==> config.mk <==
export PLATFORM = sky130hd
export DESIGN_NAME = ocm_swio_ctrl
export DESIGN_NICKNAME = d
export VERILOG_FILES = /design/src/rtl/ocm_swio_ctrl_pkg.sv /design/src/rtl/ocm_cmd_fifo.sv /design/src/rtl/ocm_swio_ctrl.sv
export SDC_FILE = /design/constraint.sdc
export NUM_CORES = 1
export LEC_CHECK = 0
export CAP_MARGIN = 20
export CORE_ASPECT_RATIO = 0.5
export CORE_MARGIN = 4
export CORE_UTILIZATION = 40
export CTS_CLUSTER_DIAMETER = 150
export DETAILED_ROUTE_END_ITERATION = 10
export DONT_BUFFER_PORTS = 1
export PLACE_DENSITY = 0.57
export SLEW_MARGIN = 0
export SYNTH_ARGS = -nofsm -noshare
export SYNTH_HDL_FRONTEND = slang
export SYNTH_SLANG_ARGS = --single-unit
export TNS_END_PERCENT = 5
==> constraint.sdc <==
create_clock -name clk -period 6.95 [get_ports clk]
set_input_delay 1.39 -clock clk [delete_from_list [all_inputs] [get_ports clk]]
set_output_delay 1.39 -clock clk [all_outputs]
set_load 0.01 [all_outputs]
==> src/rtl/ocm_swio_ctrl_pkg.sv <==
// rtl/ocm_swio_ctrl_pkg.sv - shared constants, lock FSM states and ID filter for the switched-I/O block
package ocm_swio_ctrl_pkg;

    localparam logic [7:0] SWIO_ID_MSX008 = 8'h08;
    localparam logic [7:0] SWIO_ID_OCM212 = 8'hD4;
    localparam logic [7:0] SWIO_ID_NONE   = 8'hFF;

    localparam int SWIO_ST_FULL  = 7;
    localparam int SWIO_ST_EMPTY = 6;
    localparam int SWIO_ST_OVF   = 5;

    localparam logic [3:0] SWIO_PORT_ID   = 4'h0;
    localparam logic [3:0] SWIO_PORT_CMD  = 4'h1;
    localparam logic [3:0] SWIO_PORT_JIS2 = 4'hE;
    localparam logic [3:0] SWIO_PORT_MODE = 4'hF;

    localparam logic [7:0] SWIO_F4_ADDR   = 8'hF4;

    typedef enum logic [0:0] {
        LOCK_BOOT   = 1'b0,
        LOCK_LOCKED = 1'b1
    } lock_state_e;

    // Only the two known device IDs can be selected; anything else deselects.
    function automatic logic [7:0] swio_id_filter(input logic [7:0] v);
        return ((v == SWIO_ID_MSX008) || (v == SWIO_ID_OCM212)) ? v : SWIO_ID_NONE;
    endfunction

endpackage

==> src/rtl/ocm_cmd_fifo.sv <==
// rtl/ocm_cmd_fifo.sv - synchronous smart-command FIFO with push, pop, full, empty and level
module ocm_cmd_fifo #(
    parameter int DEPTH = 4
) (
    input  logic       clk,
    input  logic       reset,
    input  logic       i_push,
    input  logic [7:0] i_data,
    input  logic       i_pop,
    output logic [7:0] o_data,
    output logic       o_full,
    output logic       o_empty,
    output logic [3:0] o_level
);

    localparam int AW = $clog2(DEPTH);

    logic [7:0]    r_mem [DEPTH];
    logic [AW-1:0] r_wr_ptr;
    logic [AW-1:0] r_rd_ptr;
    logic [3:0]    r_level;
    logic          w_do_push;
    logic          w_do_pop;

    assign o_full    = (r_level == 4'(DEPTH));
    assign o_empty   = (r_level == 4'd0);
    assign o_level   = r_level;
    assign o_data    = r_mem[r_rd_ptr];
    // A pop frees the head slot on the same edge, so a full FIFO can still accept.
    assign w_do_pop  = i_pop & ~o_empty;
    assign w_do_push = i_push & (~o_full | w_do_pop);

    always_ff @(posedge clk or posedge reset) begin
        if (reset) begin
            r_wr_ptr <= '0;
            r_rd_ptr <= '0;
            r_level  <= '0;
        end else begin
            if (w_do_push) r_wr_ptr <= r_wr_ptr + AW'(1);
            if (w_do_pop)  r_rd_ptr <= r_rd_ptr + AW'(1);
            case ({w_do_push, w_do_pop})
                2'b10:   r_level <= r_level + 4'd1;
                2'b01:   r_level <= r_level - 4'd1;
                default: r_level <= r_level;
            endcase
        end
    end

    always_ff @(posedge clk) begin
        if (w_do_push) r_mem[r_wr_ptr] <= i_data;
    end

endmodule

==> src/rtl/ocm_swio_ctrl.sv <==
// rtl/ocm_swio_ctrl.sv - OCM switched-I/O controller, ports $40-$4F (plus $F4 with OCM_SWIO_PORTF4_EN)
module ocm_swio_ctrl
    import ocm_swio_ctrl_pkg::*;
#(
    parameter int FIFO_DEPTH = 4
) (
    input  logic       clk,
    input  logic       reset,
    input  logic [7:0] addr,
    input  logic [7:0] data_in,
    input  logic       wr,
    input  logic       rd,
    input  logic       iorq,
    input  logic       m1,
    input  logic       req,
    input  logic       boot_active,
    output logic [7:0] data_out,
    output logic       data_oe,
    output logic       jis2_ena,
    output logic       portf4_mode,
    output logic       warm_logo,
    output logic       cmd_valid,
    output logic [7:0] cmd_data,
    input  logic       cmd_ready
);

    lock_state_e r_state;
    logic [7:0]  r_id_reg;
    logic        r_overflow;

    logic        w_hit;
    logic [3:0]  w_port;
    logic        w_ocm_sel;
    logic        w_wr_en;
    logic        w_rd_en;
    logic        w_push;
    logic        w_pop;
    logic        w_drop;
    logic        w_stat_rd;
    logic        w_full;
    logic        w_empty;
    logic [3:0]  w_level;

    assign w_hit     = req & iorq & ~m1 & (addr[7:4] == 4'h4);
    assign w_port    = addr[3:0];
    assign w_ocm_sel = (r_id_reg == SWIO_ID_OCM212);
    assign w_wr_en   = w_hit & wr;
    assign w_rd_en   = w_hit & rd;
    assign w_push    = w_wr_en & w_ocm_sel & (w_port == SWIO_PORT_CMD);
    assign w_stat_rd = w_rd_en & w_ocm_sel & (w_port == SWIO_PORT_CMD);
    assign w_pop     = cmd_valid & cmd_ready;
    assign w_drop    = w_push & w_full & ~w_pop;
    assign cmd_valid = ~w_empty;

    ocm_cmd_fifo #(.DEPTH(FIFO_DEPTH)) u_cmd_fifo (
        .clk     (clk),
        .reset   (reset),
        .i_push  (w_push),
        .i_data  (data_in),
        .i_pop   (w_pop),
        .o_data  (cmd_data),
        .o_full  (w_full),
        .o_empty (w_empty),
        .o_level (w_level)
    );

    always_ff @(posedge clk or posedge reset) begin
        if (reset) begin
            r_state     <= LOCK_BOOT;
            r_id_reg    <= SWIO_ID_NONE;
            r_overflow  <= 1'b0;
            jis2_ena    <= 1'b0;
            portf4_mode <= 1'b0;
            warm_logo   <= 1'b0;
        end else begin
            if (!boot_active) r_state <= LOCK_LOCKED;
            if (w_wr_en && (w_port == SWIO_PORT_ID)) r_id_reg <= swio_id_filter(data_in);
            // IPL-only registers are frozen once the boot window has closed.
            if (w_wr_en && w_ocm_sel && (r_state == LOCK_BOOT)) begin
                if (w_port == SWIO_PORT_JIS2) jis2_ena <= ~data_in[7];
                if (w_port == SWIO_PORT_MODE) begin
                    portf4_mode <= ~data_in[7];
                    warm_logo   <= ~data_in[7];
                end
            end
            if (w_drop)         r_overflow <= 1'b1;
            else if (w_stat_rd) r_overflow <= 1'b0;
        end
    end

`ifdef OCM_SWIO_PORTF4_EN
    logic [7:0] r_f4_reg;
    logic       w_f4_hit;

    assign w_f4_hit = req & iorq & ~m1 & (addr == SWIO_F4_ADDR);

    always_ff @(posedge clk or posedge reset) begin
        if (reset)              r_f4_reg <= 8'h00;
        else if (w_f4_hit & wr) r_f4_reg <= data_in;
    end
`endif

    always_comb begin
        data_out = 8'hFF;
        data_oe  = 1'b0;
        if (w_rd_en && (w_port == SWIO_PORT_ID) && (r_id_reg != SWIO_ID_NONE)) begin
            data_out = ~r_id_reg;
            data_oe  = 1'b1;
        end else if (w_stat_rd) begin
            data_out                = {4'b0000, w_level};
            data_out[SWIO_ST_FULL]  = w_full;
            data_out[SWIO_ST_EMPTY] = w_empty;
            data_out[SWIO_ST_OVF]   = r_overflow;
            data_oe                 = 1'b1;
        end
`ifdef OCM_SWIO_PORTF4_EN
        if (w_f4_hit && rd && portf4_mode) begin
            data_out = r_f4_reg;
            data_oe  = 1'b1;
        end
`endif
    end

endmodule

* Word-level counts from Yosys, hierarchy flattened
Memory sizes are Yosys's and may differ from the RTL's. Index checks and enable logic that the tools add are counted.
Storage, ports and cells: flip-flop bits (word level) 20, memory bits (writable) 32, input port bits 25, output and inout bits 21, word-level logic and storage cells 68, memories 1
Memories:
- u_cmd_fifo.r_mem | depth 4, width 8, rd ports 1, clocked after memory_dff 0, write ports 1, RTL line ocm_cmd_fifo.sv:18 | logic [7:0] r_mem [DEPTH];
Cells by class: add/sub/neg operators 4, eq/ne operators 11, multiplexer cells 10, bitwise gates (word level) 22, reductions and logical operators 12
Operator list (number):
- 8-bit 2-to-1 mux | 3
- 8-bit equality test, second input constant | 2
- 1-bit AND | 14
- 4-bit by 3-bit equality test with 1-bit output, second input constant | 2
- 4-bit equality test, second input constant | 2
- 8-bit by 4-bit equality test with 1-bit output, second input constant | 1
- 4-bit zero test | 2
- 8-bit inequality test, second input constant | 1
- 8-bit inverter | 1
- 4-bit one-hot mux with 2 select lines | 1
- 1-bit 2-to-1 mux | 6
- 1-bit inverter | 6
- 1-bit logical AND | 5
- 2-bit by 1-bit adder with 2-bit output, second input constant | 2
- 4-bit by 1-bit adder with 4-bit output, second input constant | 1
- 4-bit by 1-bit equality test with 1-bit output, second input constant | 1
- 2-bit AND reduction | 2
- 2-bit nonzero test | 2
- 4-bit by 1-bit subtractor with 4-bit output, second input constant | 1
- 2-bit by 1-bit equality test with 1-bit output, second input constant | 1
- 2-bit equality test, second input constant | 1
- 1-bit logical OR | 1
- 1-bit OR | 1

* Depth between registers and ports, before layout
word-level depth 9, gate-level depth with buffers 11, gate-level depth less buffers 11

* Modules after synthesis
Synthesis repeated with hierarchy kept, for this count alone.
Unflattened totals: cells, all modules 166, area total of the unflattened synthesis 2437.3 um^2
Modules (own cells, without submodules):
- ocm_cmd_fifo | times used 1, cells each 95, area an instance 1709.1 um^2, sequential area each 1161.1 um^2
- ocm_swio_ctrl | times used 1, cells each 71, area an instance 728.2 um^2, sequential area each 310.3 um^2

* Worst setup path before layout
No wires, ideal clock.
path kind in2out, start input port addr[5], end output port data_out[4], arrival 2.545 ns, data required time 5.560 ns, slack 3.015 ns, stages on the path 4, buffers on the path 0, cells stage by stage nor4b_4 nand3_1 a211oi_2 a21boi_0
Between the ends: cells in the longest elaborated chain, start to end 7
Ends and longest elaborated chain:
- start, declared | RTL line ocm_swio_ctrl.sv:9 | input logic [7:0] addr,
- 4-bit by 3-bit equality test with 1-bit output * | RTL line ocm_swio_ctrl.sv:44 | assign w_hit = req & iorq & ~m1 & (addr[7:4] == 4'h4);
- 1-bit AND * | RTL line ocm_swio_ctrl.sv:44
- 1-bit AND * | RTL line ocm_swio_ctrl.sv:48 | assign w_rd_en = w_hit & rd;
- 1-bit AND (2 in a row) | RTL line ocm_swio_ctrl.sv:50 | assign w_stat_rd = w_rd_en & w_ocm_sel & (w_port == SWIO_PORT_CMD);
- 8-bit 2-to-1 mux | RTL line ocm_swio_ctrl.sv:109 | end else if (w_stat_rd) begin
- 8-bit 2-to-1 mux * | RTL line ocm_swio_ctrl.sv:106 | if (w_rd_en && (w_port == SWIO_PORT_ID) && (r_id_reg != SWIO_ID_NONE)) begin
- end, declared | RTL line ocm_swio_ctrl.sv:17 | output logic [7:0] data_out,
Every way passes the cells marked *; elsewhere a longest branch is shown, timed or not.

* Worst setup path in the final report
start input port addr[1], end output port data_out[4]
Between the ends: cells in the longest elaborated chain, start to end 4
Ends and longest elaborated chain (RTL line):
- 4-bit by 1-bit equality test with 1-bit output / 4-bit zero test (equally long branches) | ocm_swio_ctrl.sv:50, ocm_swio_ctrl.sv:106
- 1-bit AND / 1-bit logical AND (equally long branches) | ocm_swio_ctrl.sv:50, ocm_swio_ctrl.sv:106
- 8-bit 2-to-1 mux / 1-bit logical AND (equally long branches) | ocm_swio_ctrl.sv:109, ocm_swio_ctrl.sv:106
- 8-bit 2-to-1 mux * | ocm_swio_ctrl.sv:106
Marked as above.

==> flow_summary.yaml <==
power_and_ir_drop:
  power.share.combinational: 0.184
  fraction_of_power_consumed_by_the_clock_network: 0.340
  netSwitchingFraction: 0.2773
  leakagePower_uw: 0.0009379
  share_seq_of_total_power: 0.476
  vdd_drop_max_v: 0.0001461
  power.switching_uw: 228.5
  p_int_uw: 595.5
  p_per_area_mw_per_mm2: 309.2
critical_path:
  cp.arrival_ns: 2.73
  timing_worst_setup_path_type: "primary input to output port"
  crit_required_ns: 5.56
  cp-end-kind: "output port"
  path_max_fanout: 9
  critPathLaunchType: "primary input"
timing:
  drv_slew: 0
  maxSlewHeadroom: 0.5060
  final.period_utilization: 0.5922
  pin_slew_with_the_least_headroom_to_its_limit_ns: 0.7402
  layout_skew_ns: 0.003436
  max_freq_mhz: 243.0
  timing.final.crit_period_ns: 4.115
  hold_viol_final: 0
  rsz0062_at_grt: "no"
  setup-tns-final_ns: 0
  setup_viol_count_final: 0
yosys:
  muxShareOfSynthArea: 0.09026
  synth.distinct_cells: 45
  combinational_family_with_the_most_area_after_synthesis: "simple AND/OR/NAND/NOR gates"
  ys_warn_count: 0
  post_synth_simple_gate_area: 0.1641
  dominantRegCellSynth: "sky130_fd_sc_hd__edfxtp_1"
  synthesis.instances: 184
  synth_async_sr_flop_share: 0.3846
  post_synth_fa_ha_maj_area_fraction: 0.02564
  seq_area_frac_synth: 0.6031
  avgSynthCellArea_um2: 13.26
  post-synth-top-area-cell: "sky130_fd_sc_hd__edfxtp_1"
  synth-compound-area-share: 0.07128
  syn_nets: 214
  synth_edf_count: 32
  synth-xor-area-share: 0.01795
  ys_seq_elements: 52
  post_synth_main_area_contributors: "sky130_fd_sc_hd__edfxtp_1 39%, sky130_fd_sc_hd__dfrtp_1 12%, sky130_fd_sc_hd__dfstp_2 8.6%, sky130_fd_sc_hd__mux4_2 7.4%, sky130_fd_sc_hd__nor2_1 3.5%"
  syn-cell-area_mm2: 0.002440
  synth_largest_type_area_fraction: 0.3938
floorplanning:
  num_rows: 19
  dieArea_mm2: 0.007489
  die_height_um: 63.23
  ios: 46
  die_x_um: 118.5
  initial_utilization: 0.4294
  design.core.area_mm2: 0.005682
clocking:
  post_cts_setup_inserts: 0
  htree_levels: 2
  clock_latency_at_the_later_pin_of_the_worst_skew_pair_ns: 0.29
  root_buffer: "sky130_fd_sc_hd__clkbuf_16"
  cts-root-to-sink-buffers: 2
  cts.repair.resized: 0
  cts_made_buffers: 5
  clock_edge_transition_at_the_registers_on_the_reported_setup_and_hold_paths_ns: 0.06
  tritoncts_clock_tree: "yes"
  clock-sinks: 52
  ctsHoldBuffers: 0
grt:
  globalRoute.totalOverflow: 0
  first_global_vias: 1500
  global_route_wire_length_before_repair_mm: 7.693
  pin_count_of_the_biggest_net_entering_global_routing: 21
  antenna_violations_before_repair: 0
  grt_usage: 0.1355
routing:
  drtPass1Iterations: 4
  vias_cell: 5.629
  drtIter0Drc: 52
  route.detailed.wl_per_inst_um: 18.16
  drt_drc: 0
  route.vias.total: 1458
  final_antenna_net_count: 0
  drt-total-wl_mm: 4.703
final_layout:
  largest_register_ff_count: 32
  most-common-layout-cells: "32 x sky130_fd_sc_hd__edfxtp_1, 23 x sky130_fd_sc_hd__nor2_1, 12 x sky130_fd_sc_hd__dfrtp_1"
  final_layout_size_suffix_gt1_frac: 0.1774
  antenna-diode-count: 0
  final_common_cell: "sky130_fd_sc_hd__edfxtp_1"
  layout.nets: 215
  final_cells: 259
  area_growth_from_synthesis_to_layout_pct: 9.231
place:
  final_weighted_congestion_in_routability_driven_placement: 0.7900
  hpwl_mm: 3.425
  io_buffer_count: 0
  place_inst: 251
worst_hold_path:
  holdCritPathClass: "flop to flop"
job:
  timing.max_cap.violations: 0
status:
  outcome: "finished, final reports clean"
worst max-delay path, stage by stage:
cell	delay, ns
sky130_fd_sc_hd__nor3_1	0.36
sky130_fd_sc_hd__nand3_1	0.17
sky130_fd_sc_hd__a211oi_2	0.51
sky130_fd_sc_hd__a21boi_0	0.29
metal layers:
metal / vias up / wire, um / track usage
met5: - / 0 / 0
met4: 0 / 71 / 0.05339
met3: 6 / 325 / 0.06256
met2: 36 / 2084 / 0.2104
met1: 732 / 2221 / 0.1659
li1: 684 / - / -
final timing paths:
check	cells past startpoint	endpoint	from	slack, ns
setup / recovery	4	data_out[4]	addr[1]	2.83
hold / removal	1	r_state	r_state	0.47
setup reg to reg	10	u_cmd_fifo.o_level[2]	r_id_reg[6]	4.15
hold reg to reg	1	r_state	r_state	0.47
max in group asynchronous	1	r_state	reset	5.37
min in group asynchronous	1	u_cmd_fifo.o_level[2]	reset	1.11
metrics by stage:
| step | hold slack (ns) | area [um^2] | power, uW | utilization | setup WS, ns |
|---|---|---|---|---|---|
| detailed placement | 0.4663 | 2497 | 554.5 | 0.4396 | 2.822 |
| finish | 0.4720 | 2665 | 823.9 | 0.4691 | 2.835 |
| floorplan | 0.4354 | 2440 | 525.1 | - | 3.015 |
| global route | 0.5269 | 2665 | 865.2 | 0.4691 | 2.651 |
| CTS | 0.4825 | 2665 | 836.6 | 0.4691 | 2.821 |
| global placement | 0.4582 | 2497 | 551.1 | 0.4396 | 2.888 |
synth_stat cells, types with 2 or more instances:
cell,n
sky130_fd_sc_hd__ha_1,5
sky130_fd_sc_hd__xnor2_1,5
sky130_fd_sc_hd__or2_2,2
sky130_fd_sc_hd__buf_2,2
sky130_fd_sc_hd__o21a_1,3
sky130_fd_sc_hd__a21oi_1,10
sky130_fd_sc_hd__edfxtp_1,32
sky130_fd_sc_hd__nor2_1,23
sky130_fd_sc_hd__and2_1,4
sky130_fd_sc_hd__nor4_1,2
sky130_fd_sc_hd__and4_1,2
sky130_fd_sc_hd__o21ai_0,3
sky130_fd_sc_hd__mux4_2,8
sky130_fd_sc_hd__dfstp_2,8
sky130_fd_sc_hd__nand2_1,7
sky130_fd_sc_hd__nor3_1,7
sky130_fd_sc_hd__inv_1,9
sky130_fd_sc_hd__dfrtp_1,12
sky130_fd_sc_hd__o211ai_1,2
sky130_fd_sc_hd__nand2b_1,2
sky130_fd_sc_hd__and4b_1,2
sky130_fd_sc_hd__nand3_1,6
sky130_fd_sc_hd__or3_1,2
sky130_fd_sc_hd__mux2i_1,4
sky130_fd_sc_hd__buf_4,2
cells by family (layout without fill, tap and decap cells):
logic type,Yosys count,after routing
buffers and inverters,15,17
XOR/XNOR,5,5
adder cells (fa/ha/maj),5,5
multiplexers,12,12
AO/OA/AOI/OAI,26,26
AND/OR/NAND/NOR,69,69
flip-flops,52,52
area by class of cell:
class                           instances  area [um^2]
Clock buffer                            6        128.9
Sequential cell                        52         1471
Tap cell                               73        91.34
Clock inverter                          2        38.79
Fill cell                             517         3017
Multi-Input combinational cell        117        900.9
Inverter                                9        33.78
power groups by stage:
stage	clock, uW	sequential, uW	combinational [uW]
floorplan	0	360	165
global placement	0	400	151
detailed placement	0	401	154
CTS	288	394	154
global route	301	398	166
finish	280	392	152
No activity file was read; power rests on OpenSTA's default activity.
